===== src/rtl/pipe_hazard_ctrl_if.sv =====
// Hazard-control bundle between the core datapath (master) and pipe_hazard_ctrl (slave).
// Carries per-stage stall sources, cache stalls, flush request and the resulting controls.
interface pipe_hazard_ctrl_if #(
  parameter int NSTAGES = 5,
  parameter int CNT_W   = 32
);
  logic [NSTAGES-1:0] stall_req;
  logic               i_stall;
  logic               d_stall;
  logic               flush_req;
  logic [NSTAGES-1:0] stall;
  logic [NSTAGES-1:0] flush;
  logic [NSTAGES-1:0] valid;
  logic               i_longest_stall;
  logic               d_longest_stall;
  logic               flush_pending;
  logic [CNT_W-1:0]   perf_stall_i;
  logic [CNT_W-1:0]   perf_stall_d;
  logic [CNT_W-1:0]   perf_flush;

  modport master (
    output stall_req, i_stall, d_stall, flush_req,
    input  stall, flush, valid, i_longest_stall, d_longest_stall, flush_pending,
           perf_stall_i, perf_stall_d, perf_flush
  );

  modport slave (
    input  stall_req, i_stall, d_stall, flush_req,
    output stall, flush, valid, i_longest_stall, d_longest_stall, flush_pending,
           perf_stall_i, perf_stall_d, perf_flush
  );
endinterface


===== src/rtl/pipe_hazard_ctrl.sv =====
// Stall/flush/valid controller for the pipelined core; exception flushes wait out D-side stalls.
// Optional performance counters are built only when STALL_PERF_EN is defined.

// Per-stage valid bit: flush beats stall beats advance.
module pipe_hazard_stage (
  input  logic clk,
  input  logic rst,
  input  logic flush,
  input  logic stall,
  input  logic prevValid,
  output logic valid
);
  always_ff @(posedge clk) begin
    if (!rst)       valid <= 1'b0;
    else if (flush) valid <= 1'b0;
    else if (!stall) valid <= prevValid;
  end
endmodule

module pipe_hazard_ctrl #(
  parameter int NSTAGES   = 5,
  parameter int MEM_STAGE = 3,
  parameter int EXC_STAGE = 3,
  parameter int CNT_W     = 32
) (
  input logic             clk,
  input logic             rst,
  pipe_hazard_ctrl_if.slave hz
);
  logic [NSTAGES-1:0] src, stallBase, flushBase, stallOut, flushOut, vldPipe;
  logic               flushPending, apply, freeze;

  always_comb begin
    src = hz.stall_req;
    src[0]         = src[0] | hz.i_stall;
    src[MEM_STAGE] = src[MEM_STAGE] | hz.d_stall;
  end

  // A stalled stage forces every stage behind it to stall too.
  always_comb begin
    logic acc;
    acc       = 1'b0;
    stallBase = '0;
    for (int k = NSTAGES - 1; k >= 0; k--) begin
      acc          = acc | src[k];
      stallBase[k] = acc;
    end
  end

  always_comb begin
    flushBase = '0;
    for (int k = 1; k < NSTAGES; k++)
      flushBase[k] = stallBase[k-1] & ~stallBase[k];
  end

  // A flush cannot squash the stage while its D-access is still outstanding.
  assign apply = (hz.flush_req | flushPending) & ~hz.d_stall;

  always_comb begin
    stallOut = stallBase;
    flushOut = flushBase;
    for (int k = 0; k <= EXC_STAGE; k++) begin
      if (apply) begin
        stallOut[k] = 1'b0;
        flushOut[k] = 1'b1;
      end
    end
  end

  assign freeze = (|src[NSTAGES-1:MEM_STAGE]) | hz.d_stall;

  always_ff @(posedge clk) begin
    if (!rst)                          flushPending <= 1'b0;
    else if (hz.flush_req && hz.d_stall) flushPending <= 1'b1;
    else if (apply)                    flushPending <= 1'b0;
  end

  // The PC stage always holds a real fetch slot.
  always_ff @(posedge clk) vldPipe[0] <= 1'b1;

  for (genvar k = 1; k < NSTAGES; k++) begin : gStage
    pipe_hazard_stage uStage (
      .clk      (clk),
      .rst      (rst),
      .flush    (flushOut[k]),
      .stall    (stallOut[k]),
      .prevValid(vldPipe[k-1]),
      .valid    (vldPipe[k])
    );
  end

`ifdef STALL_PERF_EN
  logic [CNT_W-1:0] cntI, cntD, cntF;
  always_ff @(posedge clk) begin
    if (!rst) begin
      cntI <= '0;
      cntD <= '0;
      cntF <= '0;
    end else begin
      if (hz.i_stall) cntI <= cntI + 1'b1;
      if (hz.d_stall) cntD <= cntD + 1'b1;
      if (apply)      cntF <= cntF + 1'b1;
    end
  end
  assign hz.perf_stall_i = cntI;
  assign hz.perf_stall_d = cntD;
  assign hz.perf_flush   = cntF;
`else
  assign hz.perf_stall_i = '0;
  assign hz.perf_stall_d = '0;
  assign hz.perf_flush   = '0;
`endif

  assign hz.stall           = stallOut;
  assign hz.flush           = flushOut;
  assign hz.valid           = vldPipe;
  assign hz.i_longest_stall = stallOut[0] | freeze;
  assign hz.d_longest_stall = freeze;
  assign hz.flush_pending   = flushPending;
endmodule


===== src/flat_wrapper.sv =====
// flat-port wrapper written by rule: the top's interface ports become plain ports
module pipe_hazard_ctrl_flat 
#(
  parameter int NSTAGES   = 5,
  parameter int MEM_STAGE = 3,
  parameter int EXC_STAGE = 3,
  parameter int CNT_W     = 32
)
  (clk, rst, hz_stall_req, hz_i_stall, hz_d_stall, hz_flush_req, hz_stall, hz_flush, hz_valid, hz_i_longest_stall, hz_d_longest_stall, hz_flush_pending, hz_perf_stall_i, hz_perf_stall_d, hz_perf_flush);
  pipe_hazard_ctrl_if #(.NSTAGES(NSTAGES), .CNT_W(CNT_W)) hz_i ();
  input logic clk;
  input logic rst;
  input wire logic [$bits(hz_i.stall_req)-1:0] hz_stall_req;
  input wire logic [$bits(hz_i.i_stall)-1:0] hz_i_stall;
  input wire logic [$bits(hz_i.d_stall)-1:0] hz_d_stall;
  input wire logic [$bits(hz_i.flush_req)-1:0] hz_flush_req;
  output wire logic [$bits(hz_i.stall)-1:0] hz_stall;
  output wire logic [$bits(hz_i.flush)-1:0] hz_flush;
  output wire logic [$bits(hz_i.valid)-1:0] hz_valid;
  output wire logic [$bits(hz_i.i_longest_stall)-1:0] hz_i_longest_stall;
  output wire logic [$bits(hz_i.d_longest_stall)-1:0] hz_d_longest_stall;
  output wire logic [$bits(hz_i.flush_pending)-1:0] hz_flush_pending;
  output wire logic [$bits(hz_i.perf_stall_i)-1:0] hz_perf_stall_i;
  output wire logic [$bits(hz_i.perf_stall_d)-1:0] hz_perf_stall_d;
  output wire logic [$bits(hz_i.perf_flush)-1:0] hz_perf_flush;
  assign hz_i.stall_req = hz_stall_req;
  assign hz_i.i_stall = hz_i_stall;
  assign hz_i.d_stall = hz_d_stall;
  assign hz_i.flush_req = hz_flush_req;
  assign hz_stall = hz_i.stall;
  assign hz_flush = hz_i.flush;
  assign hz_valid = hz_i.valid;
  assign hz_i_longest_stall = hz_i.i_longest_stall;
  assign hz_d_longest_stall = hz_i.d_longest_stall;
  assign hz_flush_pending = hz_i.flush_pending;
  assign hz_perf_stall_i = hz_i.perf_stall_i;
  assign hz_perf_stall_d = hz_i.perf_stall_d;
  assign hz_perf_flush = hz_i.perf_flush;
  pipe_hazard_ctrl #(.NSTAGES(NSTAGES), .MEM_STAGE(MEM_STAGE), .EXC_STAGE(EXC_STAGE), .CNT_W(CNT_W)) u_core (.clk(clk), .rst(rst), .hz(hz_i));
endmodule

===== config.mk =====
export PLATFORM = sky130hd
export DESIGN_NAME = pipe_hazard_ctrl_flat
export DESIGN_NICKNAME = d
export VERILOG_FILES = /design/src/rtl/pipe_hazard_ctrl_if.sv /design/src/rtl/pipe_hazard_ctrl.sv /design/src/flat_wrapper.sv
export SDC_FILE = /design/constraint.sdc
export NUM_CORES = 1
export LEC_CHECK = 0
export BUFFER_PORTS_ARGS = -buffer_cell sky130_fd_sc_hd__buf_2
export CAP_MARGIN = 0
export CORE_MARGIN = 8
export CORE_UTILIZATION = 35
export DETAILED_ROUTE_END_ITERATION = 8
export PLACE_DENSITY_LB_ADDON = 0.1
export SYNTH_ARGS = -nofsm -noshare
export SYNTH_HDL_FRONTEND = slang
export SYNTH_SLANG_ARGS = --single-unit
export TNS_END_PERCENT = 20

===== constraint.sdc =====
create_clock -name clk -period 1.85 [get_ports clk]
set_input_delay 0.0925 -clock clk [delete_from_list [all_inputs] [get_ports clk]]
set_output_delay 0.0925 -clock clk [all_outputs]
set_load 0.05 [all_outputs]

==> report_table.html, run 1 <==
<table>
<tr><th>Metric</th><th>Value</th></tr>
<tr><th colspan="2">Status</th></tr>
<tr><td>Result of the run</td><td>finished, final reports clean</td></tr>
<tr><th colspan="2">Timing</th></tr>
<tr><td>Setup skew after layout</td><td>0.00143 ns</td></tr>
<tr><td>Post-Route Setup TNS</td><td>0 ns</td></tr>
<tr><td>Final hold vios</td><td>0</td></tr>
<tr><td>Unrepaired setup endpoints after global routing</td><td>no</td></tr>
<tr><td>Time the final worst path needs with I/O delays and setup</td><td>1.52 ns</td></tr>
<tr><td>Setup WS post-layout</td><td>0.329 ns</td></tr>
<tr><td>Crit share post-route</td><td>0.822</td></tr>
<tr><td>Number of pins exceeding their max-slew limit in the final report</td><td>0</td></tr>
<tr><td>Hold Worst Slack</td><td>0.122 ns</td></tr>
<tr><td>Highest clock frequency the design can meet</td><td>0.658 GHz</td></tr>
<tr><td>Final-report setup violation count</td><td>0</td></tr>
<tr><th colspan="2">Synthesis</th></tr>
<tr><td>Avg Synthesized Cell Area</td><td>7.44 um^2</td></tr>
<tr><td>Total number of yosys warnings</td><td>0</td></tr>
<tr><td>Cell count after synthesis</td><td>152</td></tr>
<tr><td>Flops &amp; latches, synth</td><td>5</td></tr>
<tr><td>Library cells used by synthesis</td><td>22</td></tr>
<tr><td>Mapped cell area</td><td>1130 um^2</td></tr>
<tr><td>Share of synthesized area occupied by flip-flops and latches</td><td>0.0885</td></tr>
<tr><th colspan="2">Floorplan</th></tr>
<tr><td>Row count</td><td>20</td></tr>
<tr><td>Die X</td><td>72.8 um</td></tr>
<tr><td>Area of the die</td><td>5310 um^2</td></tr>
<tr><td>Initial core utilization</td><td>0.370</td></tr>
<tr><td>Die Height</td><td>72.8 um</td></tr>
<tr><td>I/O pin count</td><td>124</td></tr>
<tr><td>Core area</td><td>3050 um^2</td></tr>
<tr><th colspan="2">Setup path</th></tr>
<tr><td>Worst setup path startpoint</td><td>hz_stall_req[4]</td></tr>
<tr><td>Worst path arrival time</td><td>1.43 ns</td></tr>
<tr><td>Peak per-stage delay on the critical path</td><td>0.59 ns</td></tr>
<tr><td>Worst setup EP type</td><td>primary output</td></tr>
<tr><td>Classification of the worst setup path</td><td>input port to primary output</td></tr>
<tr><td>Most repeated library cell on the critical path</td><td>sky130_fd_sc_hd__buf_2</td></tr>
<tr><td>Worst setup path end</td><td>hz_i_longest_stall</td></tr>
<tr><td>Number of cell instances on the worst register-to-register path</td><td>4</td></tr>
<tr><td>Worst setup SP type</td><td>input port</td></tr>
<tr><td>Crit Path Max Fanout</td><td>6</td></tr>
<tr><td>Required time at the worst-slack endpoint</td><td>1.76 ns</td></tr>
<tr><td>Startpoint of the worst-slack reg-to-reg timing path</td><td>u_core.hz.flush_pending$_SDFFE_PN0P_</td></tr>
<tr><td>R2R Setup Slk</td><td>0.86 ns</td></tr>
<tr><td>Endpoint of the lowest-slack register-to-register path</td><td>u_core.gStage[1].uStage.valid$_SDFFE_PP0N_</td></tr>
<tr><td>Cells traversed along the worst timing path</td><td>buf_2 &gt; or4_1 &gt; nor4_1 &gt; o21ai_1 &gt; buf_2</td></tr>
<tr><td>Crit-path slowest cell</td><td>sky130_fd_sc_hd__or4_1</td></tr>
<tr><th colspan="2">Power and ir drop</th></tr>
<tr><td>Clock group share of total power</td><td>0.155</td></tr>
<tr><td>Comb pwr share</td><td>0.707</td></tr>
<tr><td>Total internal power</td><td>0.221 mW</td></tr>
<tr><td>Leakage power of the design</td><td>0.541 nW</td></tr>
<tr><td>Net switching component of the power</td><td>0.576 mW</td></tr>
<tr><td>Net Sw Frac</td><td>0.722</td></tr>
<tr><td>Portion of total power attributed to sequential cells</td><td>0.138</td></tr>
<tr><td>Sum of internal, switching and leakage power</td><td>0.797 mW</td></tr>
<tr><td>Maximum resistive drop on vdd</td><td>0.000251 V</td></tr>
<tr><td>Power per cell area</td><td>906 nW/um^2</td></tr>
<tr><th colspan="2">Finish</th></tr>
<tr><td>Antenna diodes</td><td>0</td></tr>
<tr><td>Area of all placed cells without fillers</td><td>880 um^2</td></tr>
<tr><td>Most common cell after layout, fill and taps aside</td><td>sky130_fd_sc_hd__conb_1</td></tr>
<tr><td>Commonest cells after routing, fill and taps aside</td><td>sky130_fd_sc_hd__conb_1 (97), sky130_fd_sc_hd__buf_2 (26), sky130_fd_sc_hd__nor2_1 (10)</td></tr>
<tr><td>Layout cells sized above 1</td><td>0.190</td></tr>
<tr><td>Net total in the final layout</td><td>179</td></tr>
<tr><td>Area delta synth-&gt;final</td><td>-22.2%</td></tr>
<tr><td># fillers</td><td>356</td></tr>
<tr><td>Final Core Density</td><td>0.288</td></tr>
<tr><td>Final non-filler cell total</td><td>212</td></tr>
<tr><td>Footprint of the multi-input gates</td><td>542 um^2</td></tr>
<tr><td>Seq. cell area</td><td>100 um^2</td></tr>
<tr><th colspan="2">GRT</th></tr>
<tr><td>Largest net degree at the start of global routing</td><td>10</td></tr>
<tr><td>Via count of the first global-routing pass</td><td>739</td></tr>
<tr><td>Grt ovf</td><td>0</td></tr>
<tr><td>Wire length of the first global-routing pass</td><td>3.27 mm</td></tr>
<tr><td>Initial antenna violation count</td><td>0</td></tr>
<tr><td>Combined global-route utilization of all metal layers</td><td>0.0756</td></tr>
<tr><th colspan="2">Drt</th></tr>
<tr><td>Per-cell via count in the routed design</td><td>3.10</td></tr>
<tr><td>Post-detailed-route count of antenna-violating nets</td><td>0</td></tr>
<tr><td>Vias post-DR</td><td>657</td></tr>
<tr><td>Sum of routed wire length over all layers</td><td>2.33 mm</td></tr>
<tr><td>DRC Markers</td><td>0</td></tr>
<tr><td>Average routed wire per standard cell</td><td>11.0 um</td></tr>
<tr><td>First-pass DRT Iterations</td><td>4</td></tr>
<tr><td>1st-iter DRT viols</td><td>9</td></tr>
<tr><th colspan="2">Worst hold path</th></tr>
<tr><td>Hold Path Class</td><td>input port to register</td></tr>
<tr><th colspan="2">Clocking</th></tr>
<tr><td>TritonCTS Buffers</td><td>3</td></tr>
<tr><td>Buffer cell driving the clock tree root</td><td>sky130_fd_sc_hd__clkbuf_4</td></tr>
<tr><td>Clk slew on worst S/H paths</td><td>0.04 ns</td></tr>
<tr><td>Sinks on Clock Net</td><td>5</td></tr>
<tr><td>Maximum buffer depth of the clock tree</td><td>2</td></tr>
<tr><td>Post-cts gate resize count</td><td>0</td></tr>
<tr><td>Later-pin clock latency in the skew report</td><td>0.24 ns</td></tr>
<tr><td>Level count of the clock H-tree</td><td>1</td></tr>
<tr><td>CTS tree</td><td>done</td></tr>
<tr><td>Post-cts hold buffer count</td><td>0</td></tr>
<tr><td>Post-CTS Setup Repair Bufs</td><td>0</td></tr>
<tr><th colspan="2">Place</th></tr>
<tr><td>Count of port buffers added during placement</td><td>26</td></tr>
<tr><td>Placement Setup Slack</td><td>0.317 ns</td></tr>
<tr><td>Final HPWL from detailed placement</td><td>2.17 mm</td></tr>
<tr><td>Placed cell area</td><td>853 um^2</td></tr>
<tr><td>Cell count after placement</td><td>208</td></tr>
<tr><td>Final RePlAce weighted congestion</td><td>0.728</td></tr>
<tr><th colspan="2">Run</th></tr>
<tr><td>Number of max-cap violations</td><td>0</td></tr>
</table>
final cells by class:
cell class              count  share of cell area
inverters                   1             0.00427
well taps                  44              0.0626
multi-input cells         129               0.616
clock buffers               4              0.0299
repair buffers             29               0.174
flip-flops and latches      5               0.114
synthesized netlist by cell type:
| master | number | area share |
|---|---|---|
| sky130_fd_sc_hd__nor3_1 | 1 | 0.0044 |
| sky130_fd_sc_hd__o32ai_1 | 1 | 0.0077 |
| sky130_fd_sc_hd__nand4b_1 | 1 | 0.0077 |
| sky130_fd_sc_hd__buf_2 | 1 | 0.0044 |
| sky130_fd_sc_hd__nor2_1 | 10 | 0.033 |
| sky130_fd_sc_hd__nor4_1 | 1 | 0.0055 |
| sky130_fd_sc_hd__nand2_1 | 2 | 0.0066 |
| sky130_fd_sc_hd__or4_1 | 2 | 0.013 |
| sky130_fd_sc_hd__conb_1 | 2 | 0.0066 |
| sky130_fd_sc_hd__a21oi_1 | 3 | 0.013 |
| sky130_fd_sc_hd__o2111ai_1 | 1 | 0.0077 |
| sky130_fd_sc_hd__dfxtp_1 | 5 | 0.088 |
| sky130_fd_sc_hd__or4b_1 | 1 | 0.0088 |
| sky130_fd_sc_hd__nand3b_1 | 1 | 0.0066 |
| sky130_fd_sc_hd__nor2b_1 | 2 | 0.011 |
| sky130_fd_sc_hd__a21o_1 | 1 | 0.0066 |
| sky130_fd_sc_hd__buf_6 | 1 | 0.010 |
| sky130_fd_sc_hd__buf_4 | 110 | 0.73 |
| sky130_fd_sc_hd__o21ai_1 | 2 | 0.0088 |
| sky130_fd_sc_hd__a22oi_1 | 1 | 0.0066 |
| sky130_fd_sc_hd__o21ai_0 | 2 | 0.0088 |
| sky130_fd_sc_hd__inv_1 | 1 | 0.0033 |
how the worst min path moves through the flow:
stage	start	to	slack, ns	cells after the start
2_1_floorplan	rst	u_core.hz.flush_pending$_SDFFE_PN0P_	0.21	2
3_3_place_gp	rst	u_core.hz.flush_pending$_SDFFE_PN0P_	0.36	3
3_5_place_dp	rst	u_core.hz.flush_pending$_SDFFE_PN0P_	0.36	3
4_1_cts	rst	u_core.hz.flush_pending$_SDFFE_PN0P_	0.10	3
5_1_grt	rst	u_core.hz.flush_pending$_SDFFE_PN0P_	0.13	3
6_report	rst	u_core.hz.flush_pending$_SDFFE_PN0P_	0.12	3
routing by layer:
layer  part of all wire  global-route usage  vias up
li1                   -                   -      306
met1               0.34              0.0671      284
met2               0.50               0.140       65
met3               0.15              0.0453        2
met4             0.0060              0.0200        0
met5                  0                   0        -
flip-flops by register name, indices dropped and copies added, names as in the netlist:
signal,cells
u_core.gStage.uStage.valid,4
u_core.hz.flush_pending,1
worst max-delay path, delay by kind of cell:
kind | cells | cell delay, ns
and+or+nand+nor | 2 | 0.89
buffers and inverters | 2 | 0.36
AOI/OAI and AO/OA | 1 | 0.09
power by group through the flow:
stage / clock network, mW / logic (mW) / registers (mW)
floorplan: 0 / 0.691 / 0.115
detailed placement: 0 / 0.554 / 0.112
CTS: 0.132 / 0.554 / 0.110
global placement: 0 / 0.553 / 0.112
global route: 0.146 / 0.582 / 0.110
finish: 0.124 / 0.563 / 0.110
kinds of logic after synthesis:
kind of cell | Yosys count | share of synthesized area
buffers and inverters | 113 | 0.748
AND/OR/NAND/NOR | 21 | 0.0973
AO/OA/AOI/OAI | 11 | 0.0597
flip-flops | 5 | 0.0885
other | 2 | 0.00664
Power figures use the tool's default switching activity.
==> inputs of run 2 (changes only) <==
--- a/config.mk
+++ b/config.mk
@@ -5,10 +5,11 @@
 export SDC_FILE = /design/constraint.sdc
 export NUM_CORES = 1
 export LEC_CHECK = 0
+export ABC_AREA = 1
 export BUFFER_PORTS_ARGS = -buffer_cell sky130_fd_sc_hd__buf_2
 export CAP_MARGIN = 0
 export CORE_MARGIN = 8
-export CORE_UTILIZATION = 35
+export CORE_UTILIZATION = 32
 export DETAILED_ROUTE_END_ITERATION = 8
 export PLACE_DENSITY_LB_ADDON = 0.1
 export SYNTH_ARGS = -nofsm -noshare
==> constraint.sdc (replaced) <==
create_clock -name clk -period 1.37 [get_ports clk]
set_input_delay 0.0685 -clock clk [delete_from_list [all_inputs] [get_ports clk]]
set_output_delay 0.0685 -clock clk [all_outputs]
set_load 0.05 [all_outputs]
==> report_table.html, run 2 <==
<table>
<tr><th>Metric</th><th>Value</th></tr>
<tr><th colspan="2">Place</th></tr>
<tr><td>Count of port buffers added during placement</td><td>26 (unchanged)</td></tr>
<tr><td>Final RePlAce weighted congestion</td><td>0.807 (+11%)</td></tr>
<tr><td>Placement Setup Slack</td><td>0.235 ns (-0.0815 ns)</td></tr>
<tr><td>Cell count after placement</td><td>225 (+8.2%)</td></tr>
<tr><td>Final HPWL from detailed placement</td><td>2.20 mm (+1.6%)</td></tr>
<tr><th colspan="2">GRT</th></tr>
<tr><td>Grt ovf</td><td>0 (unchanged)</td></tr>
<tr><td>Largest net degree at the start of global routing</td><td>9 (-1)</td></tr>
<tr><td>Via count of the first global-routing pass</td><td>778 (+5.3%)</td></tr>
<tr><td>Wire length of the first global-routing pass</td><td>3.48 mm (+6.5%)</td></tr>
<tr><td>Combined global-route utilization of all metal layers</td><td>0.0704 (-0.00527)</td></tr>
<tr><td>Initial antenna violation count</td><td>0 (unchanged)</td></tr>
<tr><th colspan="2">Worst hold path</th></tr>
<tr><td>Hold Path Class</td><td>input port to register</td></tr>
<tr><td>Instance count along the most critical hold path</td><td>3 (unchanged)</td></tr>
<tr><td>Start point of the worst hold path</td><td>rst</td></tr>
<tr><td>Terminating pin of the worst hold path</td><td>u_core.gStage[2].uStage.valid$_SDFFE_PP0N_</td></tr>
<tr><th colspan="2">Setup path</th></tr>
<tr><td>Crit-path slowest cell</td><td>sky130_fd_sc_hd__dfxtp_2</td></tr>
<tr><td>Endpoint of the lowest-slack register-to-register path</td><td>u_core.gStage[3].uStage.valid$_SDFFE_PP0N_</td></tr>
<tr><td>R2R Setup Slk</td><td>0.41 ns (-0.45 ns)</td></tr>
<tr><td>Worst setup path startpoint</td><td>u_core.hz.flush_pending$_SDFFE_PN0P_</td></tr>
<tr><td>Cells traversed along the worst timing path</td><td>o21ai_4 &gt; inv_1 &gt; o21bai_2 &gt; buf_4</td></tr>
<tr><td>Worst setup SP type</td><td>register</td></tr>
<tr><td>Crit Path Max Fanout</td><td>4 (-2)</td></tr>
<tr><td>Classification of the worst setup path</td><td>register to primary output</td></tr>
<tr><td>Required time at the worst-slack endpoint</td><td>1.30 ns (-0.46 ns)</td></tr>
<tr><td>Startpoint of the worst-slack reg-to-reg timing path</td><td>u_core.hz.flush_pending$_SDFFE_PN0P_</td></tr>
<tr><td>Worst setup EP type</td><td>primary output</td></tr>
<tr><td>Number of cell instances on the worst register-to-register path</td><td>5 (+1)</td></tr>
<tr><td>Number of buffer and inverter instances along the worst setup path</td><td>2 (unchanged)</td></tr>
<tr><td>Largest delay share family, worst path</td><td>compound AO/OA/AOI/OAI gates</td></tr>
<tr><td>Peak per-stage delay on the critical path</td><td>0.33 ns (-0.26 ns)</td></tr>
<tr><td>Worst path arrival time</td><td>1.21 ns (-0.22 ns)</td></tr>
<tr><th colspan="2">Synthesis</th></tr>
<tr><td>Mapped cell area</td><td>1200 um^2 (+6.1%)</td></tr>
<tr><td>Flops &amp; latches, synth</td><td>5 (unchanged)</td></tr>
<tr><td>Avg Synthesized Cell Area</td><td>7.23 um^2 (-2.9%)</td></tr>
<tr><td>Number of enable-type register cells in the synthesized netlist</td><td>0 (unchanged)</td></tr>
<tr><td>Proportion of register bits with asynchronous set or reset after synthesis</td><td>0 (unchanged)</td></tr>
<tr><td>Cell count after synthesis</td><td>166 (+9.2%)</td></tr>
<tr><td>Largest area contributor in the synthesized netlist</td><td>sky130_fd_sc_hd__buf_4</td></tr>
<tr><td>Total number of yosys warnings</td><td>0 (unchanged)</td></tr>
<tr><td>Most used flip-flop cell after synthesis</td><td>sky130_fd_sc_hd__dfxtp_1</td></tr>
<tr><td>Top cells by area, synth</td><td>sky130_fd_sc_hd__buf_4 (69%), sky130_fd_sc_hd__dfxtp_1 (8.3%), sky130_fd_sc_hd__inv_1 (3.4%)</td></tr>
<tr><td>Yosys top cell area share</td><td>0.688 (-0.0419)</td></tr>
<tr><td>Library cells used by synthesis</td><td>22 (unchanged)</td></tr>
<tr><td>Top cells by instance count after synthesis</td><td>sky130_fd_sc_hd__buf_4 (110), sky130_fd_sc_hd__inv_1 (11), sky130_fd_sc_hd__nand2_1 (10)</td></tr>
<tr><td>Most common cell in the netlist</td><td>sky130_fd_sc_hd__buf_4</td></tr>
<tr><td>Share of synthesized area occupied by flip-flops and latches</td><td>0.0834 (-0.00508)</td></tr>
<tr><th colspan="2">Timing</th></tr>
<tr><td>Setup skew after layout</td><td>0.00265 ns (+0.00122 ns)</td></tr>
<tr><td>Post-Route Setup TNS</td><td>0 ns (unchanged)</td></tr>
<tr><td>Final hold vios</td><td>0 (unchanged)</td></tr>
<tr><td>Final-report setup violation count</td><td>0 (unchanged)</td></tr>
<tr><td>Unrepaired setup endpoints after global routing</td><td>no</td></tr>
<tr><td>Time the final worst path needs with I/O delays and setup</td><td>1.28 ns</td></tr>
<tr><td>Highest clock frequency the design can meet</td><td>0.780 GHz</td></tr>
<tr><td>Number of pins exceeding their max-slew limit in the final report</td><td>0 (unchanged)</td></tr>
<tr><td>Crit share post-route</td><td>0.936</td></tr>
<tr><td>Setup WS post-layout</td><td>0.0872 ns (-0.242 ns)</td></tr>
<tr><th colspan="2">Finish</th></tr>
<tr><td>Antenna diodes</td><td>0 (unchanged)</td></tr>
<tr><td>Net total in the final layout</td><td>192 (+7.3%)</td></tr>
<tr><td>Layout cells sized above 1</td><td>0.254 (+0.0637)</td></tr>
<tr><td>Area delta synth-&gt;final</td><td>-17.5%</td></tr>
<tr><td>Final non-filler cell total</td><td>229 (+8.0%)</td></tr>
<tr><td>Number of flip-flops in the largest register</td><td>4 (unchanged)</td></tr>
<tr><td>Most common cell after layout, fill and taps aside</td><td>sky130_fd_sc_hd__conb_1</td></tr>
<tr><td>Commonest cells after routing, fill and taps aside</td><td>sky130_fd_sc_hd__conb_1 (97), sky130_fd_sc_hd__buf_2 (22), sky130_fd_sc_hd__inv_1 (11)</td></tr>
<tr><td>Register containing the most flip-flops in the final layout</td><td>u_core.gStage.uStage.valid</td></tr>
<tr><th colspan="2">Floorplan</th></tr>
<tr><td>Core area</td><td>3630 um^2 (+19%)</td></tr>
<tr><td>Initial core utilization</td><td>0.330 (-0.0403)</td></tr>
<tr><td>Row count</td><td>22 (+10%)</td></tr>
<tr><td>Die X</td><td>77.2 um (+6.0%)</td></tr>
<tr><td>Die Height</td><td>77.2 um (+6.0%)</td></tr>
<tr><td>I/O pin count</td><td>124 (unchanged)</td></tr>
<tr><td>Area of the die</td><td>5970 um^2 (+12%)</td></tr>
<tr><th colspan="2">Clocking</th></tr>
<tr><td>Level count of the clock H-tree</td><td>1 (unchanged)</td></tr>
<tr><td>Maximum buffer depth of the clock tree</td><td>2 (unchanged)</td></tr>
<tr><td>Post-cts hold buffer count</td><td>0 (unchanged)</td></tr>
<tr><td>Sinks on Clock Net</td><td>5 (unchanged)</td></tr>
<tr><td>CTS tree</td><td>done</td></tr>
<tr><td>TritonCTS Buffers</td><td>3 (unchanged)</td></tr>
<tr><td>Clk slew on worst S/H paths</td><td>0.04 ns (about the same)</td></tr>
<tr><td>Buffer cell driving the clock tree root</td><td>sky130_fd_sc_hd__clkbuf_8</td></tr>
<tr><td>Later-pin clock latency in the skew report</td><td>0.23 ns (about the same)</td></tr>
<tr><th colspan="2">Drt</th></tr>
<tr><td>Per-cell via count in the routed design</td><td>2.89 (-6.7%)</td></tr>
<tr><td>1st-iter DRT viols</td><td>30 (+21)</td></tr>
<tr><td>DRC Markers</td><td>0 (unchanged)</td></tr>
<tr><td>Average routed wire per standard cell</td><td>10.2 um (-6.6%)</td></tr>
<tr><td>Sum of routed wire length over all layers</td><td>2.35 mm (+0.90%)</td></tr>
<tr><td>First-pass DRT Iterations</td><td>4 (unchanged)</td></tr>
<tr><td>Vias post-DR</td><td>662 (+0.76%)</td></tr>
<tr><td>Post-detailed-route count of antenna-violating nets</td><td>0 (unchanged)</td></tr>
<tr><th colspan="2">Power and ir drop</th></tr>
<tr><td>Power per cell area</td><td>1280 nW/um^2 (+41%)</td></tr>
<tr><td>Leakage power of the design</td><td>0.654 nW (+21%)</td></tr>
<tr><td>Maximum resistive drop on vdd</td><td>0.000294 V (+17%)</td></tr>
<tr><th colspan="2">Status</th></tr>
<tr><td>Result of the run</td><td>finished, final reports clean</td></tr>
<tr><th colspan="2">Run</th></tr>
<tr><td>Number of max-cap violations</td><td>0 (unchanged)</td></tr>
</table>
==> run 2: changes by cell type after synthesis, sizes merged, moves of 2 or more <==
| cell | before | now |
|---|---|---|
| nor2b | 2 | 0 |
| inv | 1 | 13 |
| a21oi | 3 | 0 |
| nand2 | 2 | 13 |
| nand3 | 0 | 5 |
| or4 | 2 | 0 |
==> run 2: final cells by class <==
class / instances / area (um^2)
tap: 48 / 60.1
clock buffer: 4 / 45.0
fill: 429 / 2640
multi-input combinational: 132 / 583
inverter: 13 / 48.8
timing repair buffer: 27 / 151
sequential: 5 / 101
==> run 2: worst max-delay path by stage <==
stage	endpoint	slack, ns	depth (start not counted)
6_report	hz_flush[1]	0.09	4
5_1_grt	hz_stall[1]	0.004	4
4_1_cts	hz_stall[3]	0.002	5
3_5_place_dp	hz_stall[2]	0.24	5
3_3_place_gp	hz_stall[2]	0.27	5
2_1_floorplan	hz_stall[0]	0.13	4
==> run 2: timing repair <==
| action | CTS | global route |
|---|---|---|
| buffers inserted | 0 | 0 |
| endpoints found under the hold margin | 0 | 0 |
| gates resized for setup | 1 | 6 |
| setup endpoints to repair | 1 | 7 |
==> run 2: routing by layer <==
metal	global-route usage	up-vias	wire [um]
met4	0.0226	0	21
met3	0.0559	2	356
met5	0	-	0
li1	-	321	-
met2	0.115	63	1120
met1	0.0650	276	843
==> run 2: cell families after synthesis <==
| kind of cell | count (synthesis) | synth area share |
|---|---|---|
| AO/OA/AOI/OAI | 4 | 0.0250 |
| buffers and inverters | 124 | 0.738 |
| flip-flops | 5 | 0.0834 |
| other | 2 | 0.00626 |
| AND/OR/NAND/NOR | 31 | 0.147 |
==> run 2: per-stage QoR <==
| stage | util | instance area (um^2) | power [mW] | hold WS, ns |
|---|---|---|---|---|
| floorplan | - | 1560 | 1.16 | 0.189 |
| global placement | 0.254 | 923 | 0.966 | 0.350 |
| detailed placement | 0.254 | 923 | 0.966 | 0.350 |
| CTS | 0.267 | 971 | 1.26 | 0.110 |
| global route | 0.272 | 990 | 1.32 | 0.134 |
| finish | 0.272 | 990 | 1.27 | 0.128 |
==> run 2: worst reg2reg max path, stage by stage (launching register included) <==
cell                       delay [ns]
sky130_fd_sc_hd__dfxtp_2         0.33
sky130_fd_sc_hd__o21ai_4         0.18
sky130_fd_sc_hd__buf_6           0.16
sky130_fd_sc_hd__nand3b_1        0.07
sky130_fd_sc_hd__nand2_1         0.08
sky130_fd_sc_hd__nor2_2          0.03
==> run 2: power breakdown <==
| group | switching, mW | internal [mW] | leakage, nW |
|---|---|---|---|
| sequential | 0.00508 | 0.154 | 0.0413 |
| combinational | 0.762 | 0.0622 | 0.590 |
| clock | 0.0831 | 0.201 | 0.0228 |
| total | 0.850 | 0.417 | 0.654 |
==> inputs of run 3 (changes only) <==
--- a/config.mk
+++ b/config.mk
@@ -9,7 +9,7 @@
 export BUFFER_PORTS_ARGS = -buffer_cell sky130_fd_sc_hd__buf_2
 export CAP_MARGIN = 0
 export CORE_MARGIN = 8
-export CORE_UTILIZATION = 32
+export CORE_UTILIZATION = 36
 export DETAILED_ROUTE_END_ITERATION = 8
 export PLACE_DENSITY_LB_ADDON = 0.1
 export SYNTH_ARGS = -nofsm -noshare
==> constraint.sdc (replaced) <==
create_clock -name clk -period 1.3 [get_ports clk]
set_input_delay 0.065 -clock clk [delete_from_list [all_inputs] [get_ports clk]]
set_output_delay 0.065 -clock clk [all_outputs]
set_load 0.05 [all_outputs]
==> report_table.html, run 3 (synthesis results as in run 2) <==
<table>
<tr><th>Metric</th><th>Value</th></tr>
<tr><th colspan="2">Status</th></tr>
<tr><td>Result of the run</td><td>finished, final reports clean</td></tr>
<tr><th colspan="2">Timing</th></tr>
<tr><td>Final hold vios</td><td>0 (unchanged)</td></tr>
<tr><td>Highest clock frequency the design can meet</td><td>0.803 GHz</td></tr>
<tr><td>Crit share post-route</td><td>0.958</td></tr>
<tr><td>Setup skew after layout</td><td>0.00154 ns (-0.00111 ns)</td></tr>
<tr><td>Time the final worst path needs with I/O delays and setup</td><td>1.25 ns</td></tr>
<tr><td>Number of pins exceeding their max-slew limit in the final report</td><td>0 (unchanged)</td></tr>
<tr><td>Final-report setup violation count</td><td>0 (unchanged)</td></tr>
<tr><td>Unrepaired setup endpoints after global routing</td><td>yes</td></tr>
<tr><th colspan="2">GRT</th></tr>
<tr><td>Global Route met3 Usage</td><td>0.0450 (-0.0109)</td></tr>
<tr><td>Grt ovf</td><td>0 (unchanged)</td></tr>
<tr><td>Largest net degree at the start of global routing</td><td>9 (unchanged)</td></tr>
<tr><td>Wire length of the first global-routing pass</td><td>3.01 mm (-14%)</td></tr>
<tr><td>GRT met2 Usage</td><td>0.119 (+0.00368)</td></tr>
<tr><td>Met1 Resource Use GR</td><td>0.0687 (+0.00370)</td></tr>
<tr><td>Busiest grt layer</td><td>met2</td></tr>
<tr><td>Combined global-route utilization of all metal layers</td><td>0.0711 (+0.000738)</td></tr>
<tr><td>Via count of the first global-routing pass</td><td>695 (-11%)</td></tr>
<tr><td>Initial antenna violation count</td><td>0 (unchanged)</td></tr>
<tr><th colspan="2">Drt</th></tr>
<tr><td>Vias post-DR</td><td>673 (+1.7%)</td></tr>
<tr><td>DRC Markers</td><td>0 (unchanged)</td></tr>
<tr><td>Sum of routed wire length over all layers</td><td>2.29 mm (-2.3%)</td></tr>
<tr><td>Average routed wire per standard cell</td><td>10.1 um (-1.5%)</td></tr>
<tr><td>1st-iter DRT viols</td><td>17 (-43%)</td></tr>
<tr><td>Post-detailed-route count of antenna-violating nets</td><td>0 (unchanged)</td></tr>
<tr><td>Per-cell via count in the routed design</td><td>2.96 (+2.6%)</td></tr>
<tr><td>First-pass DRT Iterations</td><td>4 (unchanged)</td></tr>
<tr><th colspan="2">Setup path</th></tr>
<tr><td>Worst setup SP type</td><td>register</td></tr>
<tr><td>Required time at the worst-slack endpoint</td><td>1.24 ns (-0.06 ns)</td></tr>
<tr><td>Worst setup EP type</td><td>primary output</td></tr>
<tr><td>Crit Path Max Fanout</td><td>4 (unchanged)</td></tr>
<tr><td>Classification of the worst setup path</td><td>register to primary output</td></tr>
<tr><td>Worst path arrival time</td><td>1.18 ns (-0.03 ns)</td></tr>
<tr><th colspan="2">Finish</th></tr>
<tr><td>Area delta synth-&gt;final</td><td>-17.7%</td></tr>
<tr><td>Register containing the most flip-flops in the final layout</td><td>u_core.gStage.uStage.valid</td></tr>
<tr><td>Antenna diodes</td><td>0 (unchanged)</td></tr>
<tr><td>Number of flip-flops in the largest register</td><td>4 (unchanged)</td></tr>
<tr><td>Final non-filler cell total</td><td>227 (-0.87%)</td></tr>
<tr><td>Net total in the final layout</td><td>192 (unchanged)</td></tr>
<tr><td>Commonest cells after routing, fill and taps aside</td><td>sky130_fd_sc_hd__conb_1 (97), sky130_fd_sc_hd__buf_2 (19), sky130_fd_sc_hd__inv_1 (10), sky130_fd_sc_hd__nand2_1 (10), sky130_fd_sc_hd__nor2_1 (5)</td></tr>
<tr><td># fillers</td><td>388 (-9.6%)</td></tr>
<tr><td>Most common cell after layout, fill and taps aside</td><td>sky130_fd_sc_hd__conb_1</td></tr>
<tr><td>Layout cells sized above 1</td><td>0.260 (+0.00552)</td></tr>
<tr><th colspan="2">Floorplan</th></tr>
<tr><td>Initial core utilization</td><td>0.368 (+0.0380)</td></tr>
<tr><td>Die Height</td><td>73.7 um (-4.5%)</td></tr>
<tr><td>Area of the die</td><td>5440 um^2 (-8.9%)</td></tr>
<tr><td>I/O pin count</td><td>124 (unchanged)</td></tr>
<tr><td>Die X</td><td>73.7 um (-4.5%)</td></tr>
<tr><td>Row count</td><td>21 (-4.5%)</td></tr>
<tr><td>Core area</td><td>3260 um^2 (-10%)</td></tr>
<tr><th colspan="2">Clocking</th></tr>
<tr><td>CTS tree</td><td>done</td></tr>
<tr><td>Later-pin clock latency in the skew report</td><td>0.24 ns (about the same)</td></tr>
<tr><td>TritonCTS Buffers</td><td>3 (unchanged)</td></tr>
<tr><td>Clk slew on worst S/H paths</td><td>0.05 ns (about the same)</td></tr>
<tr><td>Post-CTS Setup Repair Bufs</td><td>0 (unchanged)</td></tr>
<tr><td>Sinks on Clock Net</td><td>5 (unchanged)</td></tr>
<tr><td>Level count of the clock H-tree</td><td>1 (unchanged)</td></tr>
<tr><td>Post-cts hold buffer count</td><td>0 (unchanged)</td></tr>
<tr><td>Buffer cell driving the clock tree root</td><td>sky130_fd_sc_hd__clkbuf_4</td></tr>
<tr><td>Maximum buffer depth of the clock tree</td><td>2 (unchanged)</td></tr>
<tr><th colspan="2">Place</th></tr>
<tr><td>Cell count after placement</td><td>223 (-0.89%)</td></tr>
<tr><td>Final RePlAce weighted congestion</td><td>0.752 (-6.8%)</td></tr>
<tr><td>Final HPWL from detailed placement</td><td>2.15 mm (-2.2%)</td></tr>
<tr><td>Count of port buffers added during placement</td><td>26 (unchanged)</td></tr>
<tr><th colspan="2">Power and ir drop</th></tr>
<tr><td>Power per cell area</td><td>1250 nW/um^2 (-2.4%)</td></tr>
<tr><td>Sum of internal, switching and leakage power</td><td>1.23 mW (-2.7%)</td></tr>
<tr><td>Maximum resistive drop on vdd</td><td>0.000316 V (+7.7%)</td></tr>
<tr><td>Leakage power of the design</td><td>0.653 nW (-0.16%)</td></tr>
<tr><th colspan="2">Run</th></tr>
<tr><td>Number of max-cap violations</td><td>0 (unchanged)</td></tr>
<tr><th colspan="2">Worst hold path</th></tr>
<tr><td>Hold Path Class</td><td>input port to register</td></tr>
</table>
run 3: cell count changes in the layout (fill, tap and decap cells not counted):
cell                       delta
sky130_fd_sc_hd__buf_2        -3
sky130_fd_sc_hd__buf_4        +1
sky130_fd_sc_hd__buf_6        +3
sky130_fd_sc_hd__clkbuf_4     +2
sky130_fd_sc_hd__clkbuf_8     -3
sky130_fd_sc_hd__inv_1        -1
sky130_fd_sc_hd__inv_2        +1
sky130_fd_sc_hd__o21ai_0      -1
sky130_fd_sc_hd__o21ai_1      +1
run 3: final timing paths:
check / startpoint / endpoint / slack [ns] / cells after the start
worst max-delay path: u_core.hz.flush_pending$_SDFFE_PN0P_ / hz_flush[1] / 0.05 / 4
worst min-delay path: rst / u_core.gStage[2].uStage.valid$_SDFFE_PP0N_ / 0.10 / 3
worst max register to register: u_core.hz.flush_pending$_SDFFE_PN0P_ / u_core.gStage[3].uStage.valid$_SDFFE_PP0N_ / 0.34 / 5
worst min register to register: u_core.gStage[4].uStage.valid$_SDFFE_PP0N_ / u_core.gStage[4].uStage.valid$_SDFFE_PP0N_ / 0.50 / 2
run 3: repair_timing:
action / in CTS / in global routing
hold endpoints to repair: 0 / 0
endpoints found under the setup margin: 6 / 8
cloned: 0 / 0
gates resized for setup: 6 / 10
pin swaps: 0 / 1
run 3: final cells by class:
class / instances / area, um^2 / share of cell area
clock buffer: 4 / 26.3 / 0.0266
inverter: 13 / 48.8 / 0.0494
multi-input combinational: 132 / 583 / 0.591
sequential: 5 / 101 / 0.103
tap: 46 / 57.6 / 0.0583
timing repair buffer: 27 / 170 / 0.172
run 3: where the power goes:
| part | internal, mW | total (mW) | leakage (nW) | switching (mW) |
|---|---|---|---|---|
| clock network | 0.117 | 0.188 | 0.0150 | 0.0714 |
| registers | 0.162 | 0.167 | 0.0413 | 0.00511 |
| logic | 0.0737 | 0.879 | 0.597 | 0.805 |
| total | 0.352 | 1.23 | 0.653 | 0.882 |
run 3: routing by layer:
layer,share of wire,vias to the layer above
met5,0,-
met4,0.0031,0
met3,0.18,2
met2,0.49,62
met1,0.33,287
li1,-,322
run 3: per-stage QoR:
step	hold slack (ns)	utilization	setup TNS, ns	setup WS (ns)	area (um^2)
floorplan	0.185	-	0	0.0606	1560
detailed placement	0.350	0.283	0	0.178	921
global placement	0.347	0.283	0	0.200	921
finish	0.103	0.303	0	0.0546	987
CTS	0.0922	0.297	-0.0324	-0.0130	968
global route	0.0993	0.303	-0.0313	-0.0288	987
run 3: critical path, cell delays in order (launching register included):
cell                       delay (ns)
sky130_fd_sc_hd__dfxtp_2         0.33
sky130_fd_sc_hd__o21ai_4         0.16
sky130_fd_sc_hd__inv_1           0.07
sky130_fd_sc_hd__o21bai_2        0.21
sky130_fd_sc_hd__buf_6           0.16
